--- config.mk ---
export PLATFORM = sky130hd
export DESIGN_NAME = icache_fill_flat
export DESIGN_NICKNAME = d
export VERILOG_FILES = /design/src/rtl/icache_pkg.sv /design/src/rtl/icache_fill_if.sv /design/src/rtl/icache_victim_sel.sv /design/src/rtl/icache_fill.sv /design/src/flat_wrapper.sv
export SDC_FILE = /design/constraint.sdc
export NUM_CORES = 1
export LEC_CHECK = 0
export BUFFER_PORTS_ARGS = -buffer_cell sky130_fd_sc_hd__buf_2
export CAP_MARGIN = 20
export CELL_PAD_IN_SITES_DETAIL_PLACEMENT = 2
export CELL_PAD_IN_SITES_GLOBAL_PLACEMENT = 2
export CORE_ASPECT_RATIO = 0.75
export CORE_MARGIN = 2
export CORE_UTILIZATION = 22
export DETAILED_ROUTE_END_ITERATION = 6
export GPL_ROUTABILITY_DRIVEN = 0
export PLACE_DENSITY_LB_ADDON = 0.12
export SYNTH_ARGS = -nofsm -noshare
export SYNTH_HDL_FRONTEND = slang
export SYNTH_SLANG_ARGS = --single-unit
--- constraint.sdc ---
create_clock -name clock -period 2.65 [get_ports clock]
set_input_delay 0.265 -clock clock [delete_from_list [all_inputs] [get_ports clock]]
set_output_delay 0.265 -clock clock [all_outputs]
set_load 0.05 [all_outputs]
--- src/rtl/icache_pkg.sv ---
// Shared types and geometry for the instruction-cache refill path.
// Physical address is tag[54:12] | index[11:6] | offset[5:0].
package icache_pkg;

  localparam int PADDR_W     = 55;
  localparam int TAG_W       = 43;
  localparam int INDEX_W     = 6;
  localparam int WAY_W       = 3;
  localparam int OFFSET_W    = 6;
  localparam int LINE_BEATS  = 8;
  localparam int BEAT_W      = 3;
  localparam int DATA_W      = 64;
  localparam int TAG_ENTRY_W = TAG_W + 1;

  localparam logic [BEAT_W-1:0]  LAST_BEAT = BEAT_W'(LINE_BEATS - 1);
  localparam logic [PADDR_W-1:0] LINE_MASK = {{(PADDR_W-OFFSET_W){1'b1}}, {OFFSET_W{1'b0}}};

  typedef enum logic [2:0] {
    IDLE,
    REQ,
    REFILL,
    TAG_WR,
    DONE
  } fill_state_e;

endpackage

--- src/rtl/icache_fill_if.sv ---
// Bundle of the lookup, memory, data-array and tag-array connections of the refill engine.
// The master modport is the refill engine's view; slave is the surrounding cache/memory.
interface icache_fill_if;
  import icache_pkg::*;

  logic                   lookup2fill_valid;
  logic [PADDR_W-1:0]     lookup2fill_paddr;
  logic                   fill2lookup_ready;
  logic                   fill2lookup_done;
  logic                   fill2lookup_err;

  logic                   fill2mem_req_valid;
  logic [PADDR_W-1:0]     fill2mem_req_addr;
  logic                   mem2fill_req_ready;
  logic                   mem2fill_resp_valid;
  logic [DATA_W-1:0]      mem2fill_resp_data;
  logic                   mem2fill_resp_last;
  logic                   mem2fill_resp_err;
  logic                   fill2mem_resp_ready;

  logic                   fill2data_array_valid;
  logic [INDEX_W-1:0]     fill2data_array_index;
  logic [WAY_W-1:0]       fill2data_array_way;
  logic [BEAT_W-1:0]      fill2data_array_offset;
  logic [DATA_W-1:0]      fill2data_array_wdata;

  logic                   lookup2tag_array_valid;
  logic                   fill2tag_array_valid;
  logic [INDEX_W-1:0]     fill2tag_array_index;
  logic [WAY_W-1:0]       fill2tag_array_way;
  logic [TAG_ENTRY_W-1:0] fill2tag_array_wdata;

  modport master (
    input  lookup2fill_valid, lookup2fill_paddr,
    output fill2lookup_ready, fill2lookup_done, fill2lookup_err,
    output fill2mem_req_valid, fill2mem_req_addr,
    input  mem2fill_req_ready,
    input  mem2fill_resp_valid, mem2fill_resp_data, mem2fill_resp_last, mem2fill_resp_err,
    output fill2mem_resp_ready,
    output fill2data_array_valid, fill2data_array_index, fill2data_array_way,
    output fill2data_array_offset, fill2data_array_wdata,
    input  lookup2tag_array_valid,
    output fill2tag_array_valid, fill2tag_array_index, fill2tag_array_way, fill2tag_array_wdata
  );

  modport slave (
    output lookup2fill_valid, lookup2fill_paddr,
    input  fill2lookup_ready, fill2lookup_done, fill2lookup_err,
    input  fill2mem_req_valid, fill2mem_req_addr,
    output mem2fill_req_ready,
    output mem2fill_resp_valid, mem2fill_resp_data, mem2fill_resp_last, mem2fill_resp_err,
    input  fill2mem_resp_ready,
    input  fill2data_array_valid, fill2data_array_index, fill2data_array_way,
    input  fill2data_array_offset, fill2data_array_wdata,
    output lookup2tag_array_valid,
    input  fill2tag_array_valid, fill2tag_array_index, fill2tag_array_way, fill2tag_array_wdata
  );

endinterface

--- src/rtl/icache_victim_sel.sv ---
// Victim way chooser: 3-bit round-robin counter, advanced once per installed line.
// Kept separate so a PLRU policy can replace it without touching the refill FSM.
module icache_victim_sel
  import icache_pkg::*;
(
  input  logic             clock,
  input  logic             reset,
  input  logic             advance,
  output logic [WAY_W-1:0] way
);

  always_ff @(posedge clock or negedge reset) begin
    if (!reset) begin
      way <= '0;
    end else if (advance) begin
      way <= way + WAY_W'(1);
    end
  end

endmodule

--- src/rtl/icache_fill.sv ---
// Instruction-cache refill engine: one miss at a time, line read from memory,
// beats written straight into the data array, then a tag install when lookup frees the tag port.
module icache_fill
  import icache_pkg::*;
(
  input  logic         clock,
  input  logic         reset,
  icache_fill_if.master bus
);

  fill_state_e        state, state_next;
  logic [PADDR_W-1:0] paddr_q;
  logic [WAY_W-1:0]   way_q;
  logic [WAY_W-1:0]   victim_way;
  logic [BEAT_W-1:0]  beat_q;
  logic               err_q;

  logic latch_req;
  logic beat_fire;
  logic beat_bad;
  logic tag_fire;

  icache_victim_sel u_victim_sel (
    .clock   (clock),
    .reset   (reset),
    .advance (tag_fire),
    .way     (victim_way)
  );

  // Offset bits are masked at capture so the held address is already line aligned.
  always_ff @(posedge clock or negedge reset) begin
    if (!reset) begin
      state   <= IDLE;
      paddr_q <= '0;
      way_q   <= '0;
      beat_q  <= '0;
      err_q   <= 1'b0;
    end else begin
      state <= state_next;
      if (latch_req) begin
        paddr_q <= bus.lookup2fill_paddr & LINE_MASK;
        way_q   <= victim_way;
        beat_q  <= '0;
        err_q   <= 1'b0;
      end else if (beat_fire) begin
        beat_q <= beat_q + BEAT_W'(1);
        if (bus.mem2fill_resp_err || beat_bad) begin
          err_q <= 1'b1;
        end
      end
    end
  end

  always_comb begin
    state_next = state;
    latch_req  = 1'b0;
    beat_fire  = 1'b0;
    beat_bad   = 1'b0;
    tag_fire   = 1'b0;

    bus.fill2lookup_ready      = 1'b0;
    bus.fill2lookup_done       = 1'b0;
    bus.fill2lookup_err        = 1'b0;
    bus.fill2mem_req_valid     = 1'b0;
    bus.fill2mem_req_addr      = '0;
    bus.fill2mem_resp_ready    = 1'b0;
    bus.fill2data_array_valid  = 1'b0;
    bus.fill2data_array_index  = '0;
    bus.fill2data_array_way    = '0;
    bus.fill2data_array_offset = '0;
    bus.fill2data_array_wdata  = '0;
    bus.fill2tag_array_valid   = 1'b0;
    bus.fill2tag_array_index   = '0;
    bus.fill2tag_array_way     = '0;
    bus.fill2tag_array_wdata   = '0;

    case (state)
      IDLE: begin
        bus.fill2lookup_ready = 1'b1;
        if (bus.lookup2fill_valid) begin
          latch_req  = 1'b1;
          state_next = REQ;
        end
      end

      REQ: begin
        bus.fill2mem_req_valid = 1'b1;
        bus.fill2mem_req_addr  = paddr_q;
        if (bus.mem2fill_req_ready) begin
          state_next = REFILL;
        end
      end

      // A short or overlong burst poisons the fill but we still drain until last.
      REFILL: begin
        bus.fill2mem_resp_ready = 1'b1;
        if (bus.mem2fill_resp_valid) begin
          beat_fire = 1'b1;
          beat_bad  = (bus.mem2fill_resp_last && (beat_q != LAST_BEAT)) ||
                      (!bus.mem2fill_resp_last && (beat_q == LAST_BEAT));
          if (!err_q && !bus.mem2fill_resp_err) begin
            bus.fill2data_array_valid  = 1'b1;
            bus.fill2data_array_index  = paddr_q[OFFSET_W +: INDEX_W];
            bus.fill2data_array_way    = way_q;
            bus.fill2data_array_offset = beat_q;
            bus.fill2data_array_wdata  = bus.mem2fill_resp_data;
          end
          if (bus.mem2fill_resp_last) begin
            state_next = (err_q || bus.mem2fill_resp_err || beat_bad) ? DONE : TAG_WR;
          end
        end
      end

      TAG_WR: begin
        if (!bus.lookup2tag_array_valid) begin
          tag_fire                 = 1'b1;
          bus.fill2tag_array_valid = 1'b1;
          bus.fill2tag_array_index = paddr_q[OFFSET_W +: INDEX_W];
          bus.fill2tag_array_way   = way_q;
          bus.fill2tag_array_wdata = {1'b1, paddr_q[PADDR_W-1 -: TAG_W]};
          state_next               = DONE;
        end
      end

      DONE: begin
        bus.fill2lookup_done = 1'b1;
        bus.fill2lookup_err  = err_q;
        state_next           = IDLE;
      end

      default: state_next = IDLE;
    endcase
  end

endmodule

--- src/flat_wrapper.sv ---
// flat-port wrapper written by rule: the top's interface ports become plain ports
module icache_fill_flat import icache_pkg::*;
  (clock, reset, bus_lookup2fill_valid, bus_lookup2fill_paddr, bus_fill2lookup_ready, bus_fill2lookup_done, bus_fill2lookup_err, bus_fill2mem_req_valid, bus_fill2mem_req_addr, bus_mem2fill_req_ready, bus_mem2fill_resp_valid, bus_mem2fill_resp_data, bus_mem2fill_resp_last, bus_mem2fill_resp_err, bus_fill2mem_resp_ready, bus_fill2data_array_valid, bus_fill2data_array_index, bus_fill2data_array_way, bus_fill2data_array_offset, bus_fill2data_array_wdata, bus_lookup2tag_array_valid, bus_fill2tag_array_valid, bus_fill2tag_array_index, bus_fill2tag_array_way, bus_fill2tag_array_wdata);
  icache_fill_if bus_i ();
  input  logic clock;
  input  logic reset;
  input wire logic [$bits(bus_i.lookup2fill_valid)-1:0] bus_lookup2fill_valid;
  input wire logic [$bits(bus_i.lookup2fill_paddr)-1:0] bus_lookup2fill_paddr;
  output wire logic [$bits(bus_i.fill2lookup_ready)-1:0] bus_fill2lookup_ready;
  output wire logic [$bits(bus_i.fill2lookup_done)-1:0] bus_fill2lookup_done;
  output wire logic [$bits(bus_i.fill2lookup_err)-1:0] bus_fill2lookup_err;
  output wire logic [$bits(bus_i.fill2mem_req_valid)-1:0] bus_fill2mem_req_valid;
  output wire logic [$bits(bus_i.fill2mem_req_addr)-1:0] bus_fill2mem_req_addr;
  input wire logic [$bits(bus_i.mem2fill_req_ready)-1:0] bus_mem2fill_req_ready;
  input wire logic [$bits(bus_i.mem2fill_resp_valid)-1:0] bus_mem2fill_resp_valid;
  input wire logic [$bits(bus_i.mem2fill_resp_data)-1:0] bus_mem2fill_resp_data;
  input wire logic [$bits(bus_i.mem2fill_resp_last)-1:0] bus_mem2fill_resp_last;
  input wire logic [$bits(bus_i.mem2fill_resp_err)-1:0] bus_mem2fill_resp_err;
  output wire logic [$bits(bus_i.fill2mem_resp_ready)-1:0] bus_fill2mem_resp_ready;
  output wire logic [$bits(bus_i.fill2data_array_valid)-1:0] bus_fill2data_array_valid;
  output wire logic [$bits(bus_i.fill2data_array_index)-1:0] bus_fill2data_array_index;
  output wire logic [$bits(bus_i.fill2data_array_way)-1:0] bus_fill2data_array_way;
  output wire logic [$bits(bus_i.fill2data_array_offset)-1:0] bus_fill2data_array_offset;
  output wire logic [$bits(bus_i.fill2data_array_wdata)-1:0] bus_fill2data_array_wdata;
  input wire logic [$bits(bus_i.lookup2tag_array_valid)-1:0] bus_lookup2tag_array_valid;
  output wire logic [$bits(bus_i.fill2tag_array_valid)-1:0] bus_fill2tag_array_valid;
  output wire logic [$bits(bus_i.fill2tag_array_index)-1:0] bus_fill2tag_array_index;
  output wire logic [$bits(bus_i.fill2tag_array_way)-1:0] bus_fill2tag_array_way;
  output wire logic [$bits(bus_i.fill2tag_array_wdata)-1:0] bus_fill2tag_array_wdata;
  assign bus_i.lookup2fill_valid = bus_lookup2fill_valid;
  assign bus_i.lookup2fill_paddr = bus_lookup2fill_paddr;
  assign bus_fill2lookup_ready = bus_i.fill2lookup_ready;
  assign bus_fill2lookup_done = bus_i.fill2lookup_done;
  assign bus_fill2lookup_err = bus_i.fill2lookup_err;
  assign bus_fill2mem_req_valid = bus_i.fill2mem_req_valid;
  assign bus_fill2mem_req_addr = bus_i.fill2mem_req_addr;
  assign bus_i.mem2fill_req_ready = bus_mem2fill_req_ready;
  assign bus_i.mem2fill_resp_valid = bus_mem2fill_resp_valid;
  assign bus_i.mem2fill_resp_data = bus_mem2fill_resp_data;
  assign bus_i.mem2fill_resp_last = bus_mem2fill_resp_last;
  assign bus_i.mem2fill_resp_err = bus_mem2fill_resp_err;
  assign bus_fill2mem_resp_ready = bus_i.fill2mem_resp_ready;
  assign bus_fill2data_array_valid = bus_i.fill2data_array_valid;
  assign bus_fill2data_array_index = bus_i.fill2data_array_index;
  assign bus_fill2data_array_way = bus_i.fill2data_array_way;
  assign bus_fill2data_array_offset = bus_i.fill2data_array_offset;
  assign bus_fill2data_array_wdata = bus_i.fill2data_array_wdata;
  assign bus_i.lookup2tag_array_valid = bus_lookup2tag_array_valid;
  assign bus_fill2tag_array_valid = bus_i.fill2tag_array_valid;
  assign bus_fill2tag_array_index = bus_i.fill2tag_array_index;
  assign bus_fill2tag_array_way = bus_i.fill2tag_array_way;
  assign bus_fill2tag_array_wdata = bus_i.fill2tag_array_wdata;
  icache_fill u_core (.clock(clock), .reset(reset), .bus(bus_i));
endmodule
==> reports/results.txt <==
The fraction of final layout cells sized beyond drive strength 1 is 58.3%, and the number of DRC markers after the initial detailed-route iteration is 71. Overall power consumption after layout is estimated at 7120 uW. Detailed placement ended at an HPWL of 11.3 mm. Setup violations remaining at the end of the flow were counted as 0. STA classifies the critical path startpoint as a flop. The number of max-slew violations in the final report was 0; the number of levels in the clock H-tree was 3. STA puts the critical path data arrival time at 2.12 ns.

In this run the worst path has a maximum fanout of 41. The logs give 0.33 ns for the source-to-sink clock delay at the later pin of the worst-skew pair and 58.4% for the fraction of power consumed by combinational cells. For the number of failing hold endpoints at the final stage, the log shows 0. The number of I/O port buffers works out to 305.

0 antenna diodes ended up in the layout. The number of buffers added to fix hold violations after cts was 0; the remaining antenna violation count after routing was 0. The transition time of the tightest slew-check pin was 0.781 ns; the synthesized instance count was 369. At the worst endpoint, the required time is 2.38 ns. No sink is reached through more buffers than the 2 on the longest clock path.

Total of cells resized after clock tree synthesis: 0. STA classifies the critical path endpoint as an output port. Die boundary width: 155 um. In this run, CTS created clock tree buffers numbering 9. The power density relative to cell area was 1230 mW/mm^2. The height of the chip was 117 um; the clock transition at the register clock pins on the worst setup and hold paths after CTS was 0.05 ns. For the final routed database, the setup TNS stands at 0 ns. After the last flow step, the layout net total stands at 795. Tracing the worst setup path back leads to its startpoint at u_core.state[1]$_DFFE_PN0P_. The finished cells cover 0.00581 mm^2.

The post-route minimum period was 2.39 ns; the count of clock tree sinks was 62. Of the available clock period, the critical path in the final layout requires 90.1%. The critical path in this run is classified as flop to output port. The net load switching power is 3640 uW. The number of antenna violations at the first check in global routing is 1. The average instance in the mapped netlist occupies 10.1 um^2. After synthesis the netlist holds a flip-flop and latch count of 62.

The largest net degree at the start of global routing came out at 58. Setup repair after global routing left no endpoint under its margin. The relative area change from synthesis to final layout came out at 55.4%.

The share of the core filled with cells in the final layout came out at 34.7%. For the number of primary I/O pins, the log shows 318. TritonCTS built the clock tree. The internal power component is 3490 uW. Across the routed clock network, the largest skew measured is 0.00811 ns.

The die covers 0.0181 mm^2. Counting cells, the worst reg-to-reg path comes to 4. The run finished with clean final reports. The tools report the distinct cell type count of the synthesized netlist as 29. Global routing used 15.7% of the available tracks across all layers. Max-cap violations in this run came to 0. The leakage power of the design is 0.00328 uW. Dividing the detail-routed wire length by the instance count gives 16.7 um.

Total number of yosys warnings: 0. The count of vias placed by the detailed router is 3,733, and the total global routing overflow is 0. The endpoint identified for the worst register-to-register timing path is u_core.paddr_q[52]$_DFFE_PN0P_. In this run the register-to-register setup slack is 0.77 ns. Of the total power, the share spent switching nets is 51.0%. In this run the worst hold path is classified as input port to asynchronous set/reset pin. In the routed design, unresolved DRC markers number 0.

Vias per cell: 4.22. The pre-antenna-repair detailed-routing pass consisted of 4 iterations. Across the VDD grid, the largest voltage drop is 0.458 mV. The tree is rooted in a sky130_fd_sc_hd__clkbuf_16.

The floorplan has 41 rows. The logs give 24.6% for the sequential share of power and 0.0167 mm^2 for the area of the core. The share of total power dissipated in the clock network is 16.9%. In this run the tightest slew margin relative to its limit is 47.9%. For the timing-limited maximum frequency, the log shows 0.419 GHz. Once the clock tree was built, the setup fixing pass inserted 0 buffers.

For this configuration, the core starts out at a cell density of 22.4%. Sequential cells were found to cover 41.5% of the synthesized design area. The routed design has 14.8 mm of wire. The logs give 0.00374 mm^2 for the post-synthesis instance area and 0.00550 mm^2 for the total placed instance area. The first global-routing pass estimated 22.1 mm of wire. Destination of the critical timing path: bus_fill2data_array_wdata[15]. Hold is met by 0.0162 ns.

Startpoint of the lowest-slack register-to-register path: u_core.state[1]$_DFFE_PN0P_. For the number of global-route vias before repair, the log shows 4,009.
-- kinds of logic (layout without fill, tap and decap cells) --
logic type | Yosys count | in the layout | synth area share [%]
adders and majority gates | 3 | 3 | 1.00
buffers and inverters | 35 | 330 | 4.95
muxes | 53 | 53 | 16.0
and+or+nand+nor | 204 | 204 | 34.1
DFF | 62 | 62 | 41.5
xor gates and xnor gates | 4 | 4 | 0.937
other | 1 | 6 | 0.100
AOI/OAI and AO/OA | 7 | 7 | 1.41
-- power by group through the flow --
stage / registers (uW) / clock network, uW / logic (uW)
4_1_cts: 1770 / 1250 / 4250
3_3_place_gp: 1740 / 0 / 4150
5_1_grt: 1850 / 1290 / 4440
6_report: 1760 / 1210 / 4160
3_5_place_dp: 1780 / 0 / 4230
2_1_floorplan: 1630 / 0 / 3250
-- cells in the mapped netlist --
cell	number	area [um^2]
sky130_fd_sc_hd__and2_1	178	1110
sky130_fd_sc_hd__dfrtp_1	62	1550
sky130_fd_sc_hd__mux2_2	53	597
sky130_fd_sc_hd__buf_2	13	65.1
sky130_fd_sc_hd__clkbuf_1	12	45.0
sky130_fd_sc_hd__buf_4	10	75.1
sky130_fd_sc_hd__nand2_1	4	15.0
sky130_fd_sc_hd__nor2_1	4	15.0
sky130_fd_sc_hd__nor3_1	4	20.0
sky130_fd_sc_hd__ha_1	3	37.5
sky130_fd_sc_hd__a22o_1	2	17.5
sky130_fd_sc_hd__nand2b_1	2	12.5
sky130_fd_sc_hd__nor3b_1	2	15.0
sky130_fd_sc_hd__nor4b_1	2	17.5
sky130_fd_sc_hd__or2_2	2	12.5
sky130_fd_sc_hd__xnor2_1	2	17.5
sky130_fd_sc_hd__xor2_1	2	17.5
sky130_fd_sc_hd__a21oi_1	1	5.00
sky130_fd_sc_hd__a311oi_1	1	8.76
sky130_fd_sc_hd__a31oi_1	1	6.26
sky130_fd_sc_hd__and4bb_2	1	12.5
sky130_fd_sc_hd__conb_1	1	3.75
sky130_fd_sc_hd__nand4_1	1	6.26
sky130_fd_sc_hd__nor2b_1	1	6.26
sky130_fd_sc_hd__nor3b_2	1	12.5
sky130_fd_sc_hd__nor4bb_1	1	10.0
sky130_fd_sc_hd__o211ai_1	1	7.51
sky130_fd_sc_hd__o21a_1	1	7.51
sky130_fd_sc_hd__or4_1	1	7.51
-- layer usage --
layer  vias to the layer above  share of wire [%]  GRT usage, %
met4                         0               0.53          2.59
met1                      1814                 38          17.5
met2                       151                 53          29.0
li1                       1759                  -             -
met3                         9                9.0          6.22
met5                         -                  0             0
-- per-stage QoR --
stage,instances,worst slack [ns]
after global routing,884,0.0687
final,884,0.264
after CTS,884,0.209
after detailed placement,869,0.572
after global placement,869,0.595
after floorplan,374,0.0766
-- sequential cells by signal, summed over array words and instances, names as in the netlist --
signal                   count
u_core.beat_q                3
u_core.err_q                 1
u_core.paddr_q              49
u_core.state                 3
u_core.u_victim_sel.way      3
u_core.way_q                 3
-- critical path, stage by stage, from the launching register on --
cell                       delay, ns
sky130_fd_sc_hd__dfrtp_1        0.43
sky130_fd_sc_hd__and4bb_2       0.36
sky130_fd_sc_hd__nor3b_4        0.23
sky130_fd_sc_hd__buf_4          0.32
sky130_fd_sc_hd__and2_1         0.20
sky130_fd_sc_hd__buf_2          0.26
-- layout by cell type, fill, tap and decap left out, drive strengths merged, types with 2 or more instances in the layout --
cell	netlist	final
a22o	2	2
and2	178	178
buf	23	315
clkbuf	12	12
conb	1	6
dfrtp	62	62
ha	3	3
mux2	53	53
nand2	4	4
nand2b	2	2
nor2	4	4
nor3	4	4
nor3b	3	3
nor4b	2	2
or2	2	2
xnor2	2	2
xor2	2	2
-- cell type report --
type,count,area [um^2]
Sequential cell,62,1550
Tap cell,215,269
Multi-Input combinational cell,277,2050
Clock buffer,12,267
Timing Repair Buffer,315,1630
Clock inverter,3,42.5
Fill cell,1935,10900
-- worst min-delay path by stage --
stage,slack (ns),end
global route,0.08,u_core.paddr_q[25]$_DFFE_PN0P_
detailed placement,0.41,u_core.paddr_q[25]$_DFFE_PN0P_
CTS,0.05,u_core.paddr_q[25]$_DFFE_PN0P_
global placement,0.40,u_core.paddr_q[25]$_DFFE_PN0P_
floorplan,-0.03,u_core.beat_q[0]$_DFFE_PN0P_
finish,0.02,u_core.paddr_q[25]$_DFFE_PN0P_
Power figures use the tool's default switching activity.
